## config.mk

```make
export PLATFORM = sky130hd
export DESIGN_NAME = alu_seq_n_flat
export DESIGN_NICKNAME = d
export VERILOG_FILES = /design/src/rtl/alu_seq_n_if.sv /design/src/rtl/alu_seq_n.sv /design/src/flat_wrapper.sv
export SDC_FILE = /design/constraint.sdc
export NUM_CORES = 1
export LEC_CHECK = 0
export BUFFER_PORTS_ARGS = -buffer_cell sky130_fd_sc_hd__buf_2
export CAP_MARGIN = 0
export CORE_MARGIN = 2
export CORE_UTILIZATION = 50
export CTS_CLUSTER_SIZE = 24
export DETAILED_ROUTE_END_ITERATION = 8
export PLACE_DENSITY_LB_ADDON = 0.1
export SETUP_SLACK_MARGIN = 0.1
export SLEW_MARGIN = 20
export SYNTH_ARGS = -nofsm -noshare
export SYNTH_HDL_FRONTEND = slang
export SYNTH_SLANG_ARGS = --single-unit
export TNS_END_PERCENT = 50
```

## constraint.sdc

```tcl
create_clock -name clk -period 8.6 [get_ports clk]
set_clock_uncertainty 0.2 [all_clocks]
set_input_delay 1.72 -clock clk [delete_from_list [all_inputs] [get_ports clk]]
set_output_delay 1.72 -clock clk [all_outputs]
set_load 0.01 [all_outputs]
```

## src/rtl/alu_seq_n_if.sv

```systemverilog
// Command/result handshake bundle for alu_seq_n: valid/ready on the command side and
// on the result side, plus the registered result and status flags.
interface alu_seq_n_if #(
   parameter int unsigned N = 8
);
   logic             in_valid;
   logic             in_ready;
   logic [2*N+3:0]   command;
   logic             out_valid;
   logic             out_ready;
   logic [N-1:0]     res;
   logic [N-1:0]     res_hi;
   logic             flag_z;
   logic             flag_c;
   logic             flag_dz;

   // Command producer / result consumer side
   modport master (
      output in_valid,
      output command,
      output out_ready,
      input  in_ready,
      input  out_valid,
      input  res,
      input  res_hi,
      input  flag_z,
      input  flag_c,
      input  flag_dz
   );

   // ALU side
   modport slave (
      input  in_valid,
      input  command,
      input  out_ready,
      output in_ready,
      output out_valid,
      output res,
      output res_hi,
      output flag_z,
      output flag_c,
      output flag_dz
   );
endinterface

```

## src/rtl/alu_seq_n.sv

```systemverilog
// Sequential N-bit ALU with valid/ready handshake; MUL and DIV iterate one bit per cycle,
// every other function completes in the acceptance cycle. Result is held until taken.
module alu_seq_n #(
   parameter int unsigned N = 8
) (
   input logic        clk,
   input logic        rst_n,
   alu_seq_n_if.slave bus
);
   localparam int unsigned CntW = $clog2(N);

   localparam logic [3:0] FnAdd   = 4'd0;
   localparam logic [3:0] FnSub   = 4'd1;
   localparam logic [3:0] FnMul   = 4'd2;
   localparam logic [3:0] FnDiv   = 4'd3;
   localparam logic [3:0] FnAnd   = 4'd4;
   localparam logic [3:0] FnOr    = 4'd5;
   localparam logic [3:0] FnXor   = 4'd6;
   localparam logic [3:0] FnNot   = 4'd7;
   localparam logic [3:0] FnPassA = 4'd8;
   localparam logic [3:0] FnPassB = 4'd9;
   localparam logic [3:0] FnSll   = 4'd10;
   localparam logic [3:0] FnSrl   = 4'd11;
   localparam logic [3:0] FnSra   = 4'd12;
   localparam logic [3:0] FnInc   = 4'd13;
   localparam logic [3:0] FnDec   = 4'd14;

   typedef enum logic [1:0] {StIdle, StMul, StDiv, StDone} state_e;

   state_e          state_q, state_d;
   logic [N-1:0]    res_q, res_d;
   logic [N-1:0]    res_hi_q, res_hi_d;
   logic [N-1:0]    a_q, a_d;
   logic [N-1:0]    b_q, b_d;
   logic [CntW-1:0] cnt_q, cnt_d;
   logic            flag_z_q, flag_z_d;
   logic            flag_c_q, flag_c_d;
   logic            flag_dz_q, flag_dz_d;

   logic [3:0]      func;
   logic [N-1:0]    op_a, op_b;
   logic [N-1:0]    alu_res;
   logic            alu_c;
   logic [N:0]      add_ext;
   logic [N:0]      mul_sum;
   logic [N:0]      div_shift;
   logic [N-1:0]    div_diff;
   logic            last_iter;

   assign func      = bus.command[2*N+3:2*N];
   assign op_a      = bus.command[2*N-1:N];
   assign op_b      = bus.command[N-1:0];
   assign last_iter = (cnt_q == '0);

   // Single-cycle functions, evaluated straight from the command bus
   always_comb begin
      alu_res = '0;
      alu_c   = 1'b0;
      add_ext = '0;
      case (func)
         FnAdd: begin
            add_ext = {1'b0, op_a} + {1'b0, op_b};
            alu_res = add_ext[N-1:0];
            alu_c   = add_ext[N];
         end
         FnSub: begin
            alu_res = op_a - op_b;
            alu_c   = (op_a < op_b);
         end
         FnAnd:   alu_res = op_a & op_b;
         FnOr:    alu_res = op_a | op_b;
         FnXor:   alu_res = op_a ^ op_b;
         FnNot:   alu_res = ~op_a;
         FnPassA: alu_res = op_a;
         FnPassB: alu_res = op_b;
         FnSll:   alu_res = op_a << op_b;
         FnSrl:   alu_res = op_a >> op_b;
         FnSra:   alu_res = $unsigned($signed(op_a) >>> op_b);
         FnInc: begin
            alu_res = op_a + N'(1);
            alu_c   = &op_a;
         end
         FnDec: begin
            alu_res = op_a - N'(1);
            alu_c   = ~|op_a;
         end
         FnMul, FnDiv: alu_res = '0;
         default: begin
            for (int unsigned i = 0; i < N; i++) begin
               alu_res = alu_res + N'(op_a[i]);
            end
         end
      endcase
   end

   // State register
   always_ff @(posedge clk or negedge rst_n) begin
      if (!rst_n) begin
         state_q <= StIdle;
      end else begin
         state_q <= state_d;
      end
   end

   // Next-state logic
   always_comb begin
      state_d = state_q;
      case (state_q)
         StIdle: begin
            if (bus.in_valid) begin
               if (func == FnMul) begin
                  state_d = StMul;
               end else if (func == FnDiv) begin
                  state_d = StDiv;
               end else begin
                  state_d = StDone;
               end
            end
         end
         StMul, StDiv: begin
            if (last_iter) begin
               state_d = StDone;
            end
         end
         StDone: begin
            if (bus.out_ready) begin
               state_d = StIdle;
            end
         end
         default: state_d = StIdle;
      endcase
   end

   // Datapath next-state: MUL keeps {res_hi, res} as {partial product, multiplier},
   // DIV keeps {res_hi, res} as {partial remainder, dividend/quotient}.
   always_comb begin
      res_d     = res_q;
      res_hi_d  = res_hi_q;
      a_d       = a_q;
      b_d       = b_q;
      cnt_d     = cnt_q;
      flag_z_d  = flag_z_q;
      flag_c_d  = flag_c_q;
      flag_dz_d = flag_dz_q;
      mul_sum   = {1'b0, res_hi_q} + (res_q[0] ? {1'b0, a_q} : '0);
      div_shift = {res_hi_q, res_q[N-1]};
      div_diff  = div_shift[N-1:0] - b_q;
      case (state_q)
         StIdle: begin
            if (bus.in_valid) begin
               a_d      = op_a;
               b_d      = op_b;
               cnt_d    = CntW'(N - 1);
               res_hi_d = '0;
               if (func == FnMul) begin
                  res_d = op_b;
               end else if (func == FnDiv) begin
                  res_d = op_a;
               end else begin
                  res_d     = alu_res;
                  flag_z_d  = (alu_res == '0);
                  flag_c_d  = alu_c;
                  flag_dz_d = 1'b0;
               end
            end
         end
         StMul: begin
            {res_hi_d, res_d} = {mul_sum, res_q[N-1:1]};
            cnt_d             = cnt_q - CntW'(1);
            if (last_iter) begin
               flag_z_d  = (res_d == '0);
               flag_c_d  = (res_hi_d != '0);
               flag_dz_d = 1'b0;
            end
         end
         StDiv: begin
            // A zero divisor always "fits", giving an all-ones quotient and remainder A
            if (div_shift >= {1'b0, b_q}) begin
               res_hi_d = div_diff;
               res_d    = {res_q[N-2:0], 1'b1};
            end else begin
               res_hi_d = div_shift[N-1:0];
               res_d    = {res_q[N-2:0], 1'b0};
            end
            cnt_d = cnt_q - CntW'(1);
            if (last_iter) begin
               flag_z_d  = (res_d == '0);
               flag_c_d  = 1'b0;
               flag_dz_d = (b_q == '0);
            end
         end
         default: ;
      endcase
   end

   always_ff @(posedge clk or negedge rst_n) begin
      if (!rst_n) begin
         res_q     <= '0;
         res_hi_q  <= '0;
         a_q       <= '0;
         b_q       <= '0;
         cnt_q     <= '0;
         flag_z_q  <= 1'b0;
         flag_c_q  <= 1'b0;
         flag_dz_q <= 1'b0;
      end else begin
         res_q     <= res_d;
         res_hi_q  <= res_hi_d;
         a_q       <= a_d;
         b_q       <= b_d;
         cnt_q     <= cnt_d;
         flag_z_q  <= flag_z_d;
         flag_c_q  <= flag_c_d;
         flag_dz_q <= flag_dz_d;
      end
   end

   // Outputs
   always_comb begin
      bus.in_ready  = (state_q == StIdle);
      bus.out_valid = (state_q == StDone);
      bus.res       = res_q;
      bus.res_hi    = res_hi_q;
      bus.flag_z    = flag_z_q;
      bus.flag_c    = flag_c_q;
      bus.flag_dz   = flag_dz_q;
   end
endmodule
```

## src/flat_wrapper.sv

```systemverilog
// flat-port wrapper written by rule: the top's interface ports become plain ports
module alu_seq_n_flat 
#(
   parameter int unsigned N = 8
)
  (clk, rst_n, bus_in_valid, bus_command, bus_out_ready, bus_in_ready, bus_out_valid, bus_res, bus_res_hi, bus_flag_z, bus_flag_c, bus_flag_dz);
  alu_seq_n_if #(.N(N)) bus_i ();
  input logic clk;
  input logic rst_n;
  input wire logic [$bits(bus_i.in_valid)-1:0] bus_in_valid;
  input wire logic [$bits(bus_i.command)-1:0] bus_command;
  input wire logic [$bits(bus_i.out_ready)-1:0] bus_out_ready;
  output wire logic [$bits(bus_i.in_ready)-1:0] bus_in_ready;
  output wire logic [$bits(bus_i.out_valid)-1:0] bus_out_valid;
  output wire logic [$bits(bus_i.res)-1:0] bus_res;
  output wire logic [$bits(bus_i.res_hi)-1:0] bus_res_hi;
  output wire logic [$bits(bus_i.flag_z)-1:0] bus_flag_z;
  output wire logic [$bits(bus_i.flag_c)-1:0] bus_flag_c;
  output wire logic [$bits(bus_i.flag_dz)-1:0] bus_flag_dz;
  assign bus_i.in_valid = bus_in_valid;
  assign bus_i.command = bus_command;
  assign bus_i.out_ready = bus_out_ready;
  assign bus_in_ready = bus_i.in_ready;
  assign bus_out_valid = bus_i.out_valid;
  assign bus_res = bus_i.res;
  assign bus_res_hi = bus_i.res_hi;
  assign bus_flag_z = bus_i.flag_z;
  assign bus_flag_c = bus_i.flag_c;
  assign bus_flag_dz = bus_i.flag_dz;
  alu_seq_n #(.N(N)) u_core (.clk(clk), .rst_n(rst_n), .bus(bus_i));
endmodule
```

==> results.cfg <==
[synthesis]
synth_area_leaders = dfrtp_1 18%, ha_1 12%, o21ai_0 4.7%
yosys.area.top_type = dfrtp_1
synth_edf_count = 0
yosysUniqueCellTypes = 79
synth_fp_nets = 799
synth.avg_cell_area_um2 = 7.89
synthArstFlopShare_pct = 100
synth_flop_cell = dfrtp_1
yosysSeqAreaShare_pct = 17.7
ys_ff_latch = 40
postSynthCellCount = 715
synth_area_um2 = 5640
synth_top_area_share_pct = 17.7
yosysWarnings = 0

[clocking]
hold_buffers = 0
cts_tree = built
cts_buffers = 5
htreeDepth = 2
cts.path.max_buffers = 2
clk_root_buffer_cell = clkbuf_16
post-cts-setup-buffers = 0
clk_pin_slew_ns = 0.06
cts-resized-gates = 0
worstSkewPairLatency_ns = 0.29
clock_sinks = 40

[power_and_ir_drop]
power.total_mw = 1.54
peakVddDrop_uv = 201
p_per_area_nw_per_um2 = 254
p_leak_nw = 2.67

[worst_setup_path]
rr_worst_depth = 11
end_kind = flip-flop
cp.arrival_ns = 5.72
r2r_slack_ns = 5.33
cp_data_required_time_ns = 8.62
startpoint_type = input port
path_max_fanout = 16
crit_type = input port to flip-flop
worstReg2RegEnd = u_core.bus.flag_c$_DFFE_PN0P_
r2r-start = u_core.bus.res[0]$_DFFE_PN0P_

[route]
routed_wl_um = 20600
first_iter_violations = 776
vias_per_cell = 6.94
via_count = 6028
firstDrtPassIters = 5
ant_nets = 0
wl_per_cell_um = 23.7
drcViolationCount = 0

[min_path]
holdPathStages = 1
hp-class = flip-flop to flip-flop
hold_start = u_core.cnt_q[0]$_DFFE_PN0P_
min_to = u_core.cnt_q[0]$_DFFE_PN0P_

[sta]
min_period_ns = 5.70
final.setup.tns_ns = 0
fmax_ghz = 0.175
rsz0062_at_grt = no
holdWs_ns = 0.269
slew_viol_final = 0
timing_hold_violations_final = 0
slew_headroom_pct = 20.4
tightest_slew_ns = 1.18
fin_crit_sh_pct = 66.3
setup_viol = 0

[place]
port_buffers = 44
dp_cells = 860
dp_hpwl_um = 15300
gp_congestion = 1.04

[global_routing]
grt-ovfl-total = 0
grt_pass1_wl_um = 31800
antenna_found_initial = 0
grtUsageTotal_pct = 34.7
grt_pass1_vias = 5650
grt_max_degree = 41

[floorplan]
core_area_um2 = 10900
chipWidth_um = 110
io_pins = 45
die_h_um = 110
dieArea_um2 = 12200
fp-row-count = 38
start_util_pct = 51.6

[layout]
area_delta_synth_final_pct = 7.21
fin_cells = 868
drive_gt1_share_pct = 11.3
diodes = 0
fin_nets = 811
n_fill_cell = 1034

[flow_run]
cap_viol_max_count = 0

[outcome]
status = finished clean
==> synthesized netlist by cell type (6+ instances only) <==
cell,count
a211oi_1,6
a21o_1,6
a21oi_1,43
a221oi_1,7
a22o_1,8
a22oi_1,15
and2_1,10
buf_1,7
buf_2,10
clkbuf_1,26
dfrtp_1,40
fa_1,8
ha_1,52
inv_1,48
mux2i_1,25
mux4_2,7
nand2_1,68
nand2b_1,12
nand3_1,17
nand4_1,7
nor2_1,37
nor2b_1,12
nor3_1,23
nor4_1,11
o211ai_1,8
o21ai_0,53
o221ai_1,9
o31ai_1,8
or3_1,7
or4_1,6
xnor2_1,12
xor2_1,7
==> per-stage QoR <==
stage          setup WS, ns  instance area, µm²  utilization (%)
4_1_cts                2.94                6040             55.3
3_5_place_dp           2.65                5890             53.9
2_1_floorplan          2.89                5640                -
5_1_grt                2.76                6050             55.3
3_3_place_gp           2.79                5890             53.9
6_report               2.90                6050             55.3
==> kinds of logic (layout without fill, tap and decap cells) <==
family,count (synthesis),count (layout),share of synthesized area [%]
and+or+nand+nor,237,237,22.3
AOI/OAI and AO/OA,228,228,28.0
buffers and inverters,96,109,6.87
adders and majority gates,60,60,14.4
DFF,40,40,17.7
muxes,35,35,7.83
xor gates and xnor gates,19,19,2.95
==> power by group <==
| group | internal, mW | switching, mW |
|---|---|---|
| Combinational | 0.389 | 0.616 |
| Clock | 0.116 | 0.0774 |
| Sequential | 0.269 | 0.0720 |
==> per-layer routing <==
metal / global-route usage [%] / up-vias / share of wire (%)
li1: - / 2705 / -
met1: 43.4 / 2839 / 38
met2: 57.3 / 399 / 46
met3: 6.70 / 85 / 9.7
met4: 16.5 / 0 / 5.6
met5: 0 / - / 0
==> worst max-delay path by stage <==
stage / slack, ns / cells after the start / end / start
after floorplan: 2.89 / 14 / u_core.bus.flag_z$_DFFE_PN0P_ / bus_command[9]
after global placement: 2.79 / 14 / u_core.bus.flag_z$_DFFE_PN0P_ / bus_command[9]
after detailed placement: 2.65 / 14 / u_core.bus.flag_z$_DFFE_PN0P_ / bus_command[9]
after CTS: 2.94 / 14 / u_core.bus.flag_z$_DFFE_PN0P_ / bus_command[9]
after global routing: 2.76 / 14 / u_core.bus.flag_z$_DFFE_PN0P_ / bus_command[9]
final: 2.90 / 14 / u_core.bus.flag_z$_DFFE_PN0P_ / bus_command[9]
==> state kept, by name (all words and copies together) (netlist names) <==
name	cells
u_core.state_q	2
u_core.bus.flag_c	1
u_core.bus.res	8
u_core.bus.res_hi	8
u_core.cnt_q	3
u_core.a_q	8
u_core.b_q	8
u_core.bus.flag_dz	1
u_core.bus.flag_z	1
==> cells in the final DEF, fill, tap and decap left out, types with 7 or more instances in the layout <==
cell,synthesis,final
nand2_1,68,68
o21ai_0,53,53
ha_1,52,52
inv_1,48,48
buf_2,10,44
a21oi_1,43,43
dfrtp_1,40,40
nor2_1,37,37
mux2i_1,25,25
nor3_1,23,23
nand3_1,17,17
a22oi_1,15,15
xnor2_1,12,12
nand2b_1,12,12
nor2b_1,12,12
nor4_1,11,11
and2_1,10,10
o221ai_1,9,9
o211ai_1,8,8
a22o_1,8,8
o31ai_1,8,8
fa_1,8,8
nand4_1,7,7
xor2_1,7,7
or3_1,7,7
a221oi_1,7,7
mux4_2,7,7
buf_4,2,7
==> final cells by class <==
type                    count  area, µm²  area share, %
multi-input cells         579       4260           70.4
flip-flops and latches     40       1000           16.5
repair buffers             51        273           4.51
inverters                  50        188           3.10
well taps                 140        175           2.90
clock buffers               6        139           2.30
clock inverters             2       13.8          0.228
==> worst max-delay path, stage by stage <==
cell and delay, ns:
buf_2 0.27, inv_1 0.22, ha_1 0.32, inv_1 0.05, fa_1 0.45, fa_1 0.49
inv_1 0.05, fa_1 0.41, fa_1 0.40, xor2_1 0.17, o22a_1 0.19, a221o_1 0.28
or4_1 0.54, o211ai_2 0.15
Note: power is estimated with default switching activity, not from simulation.
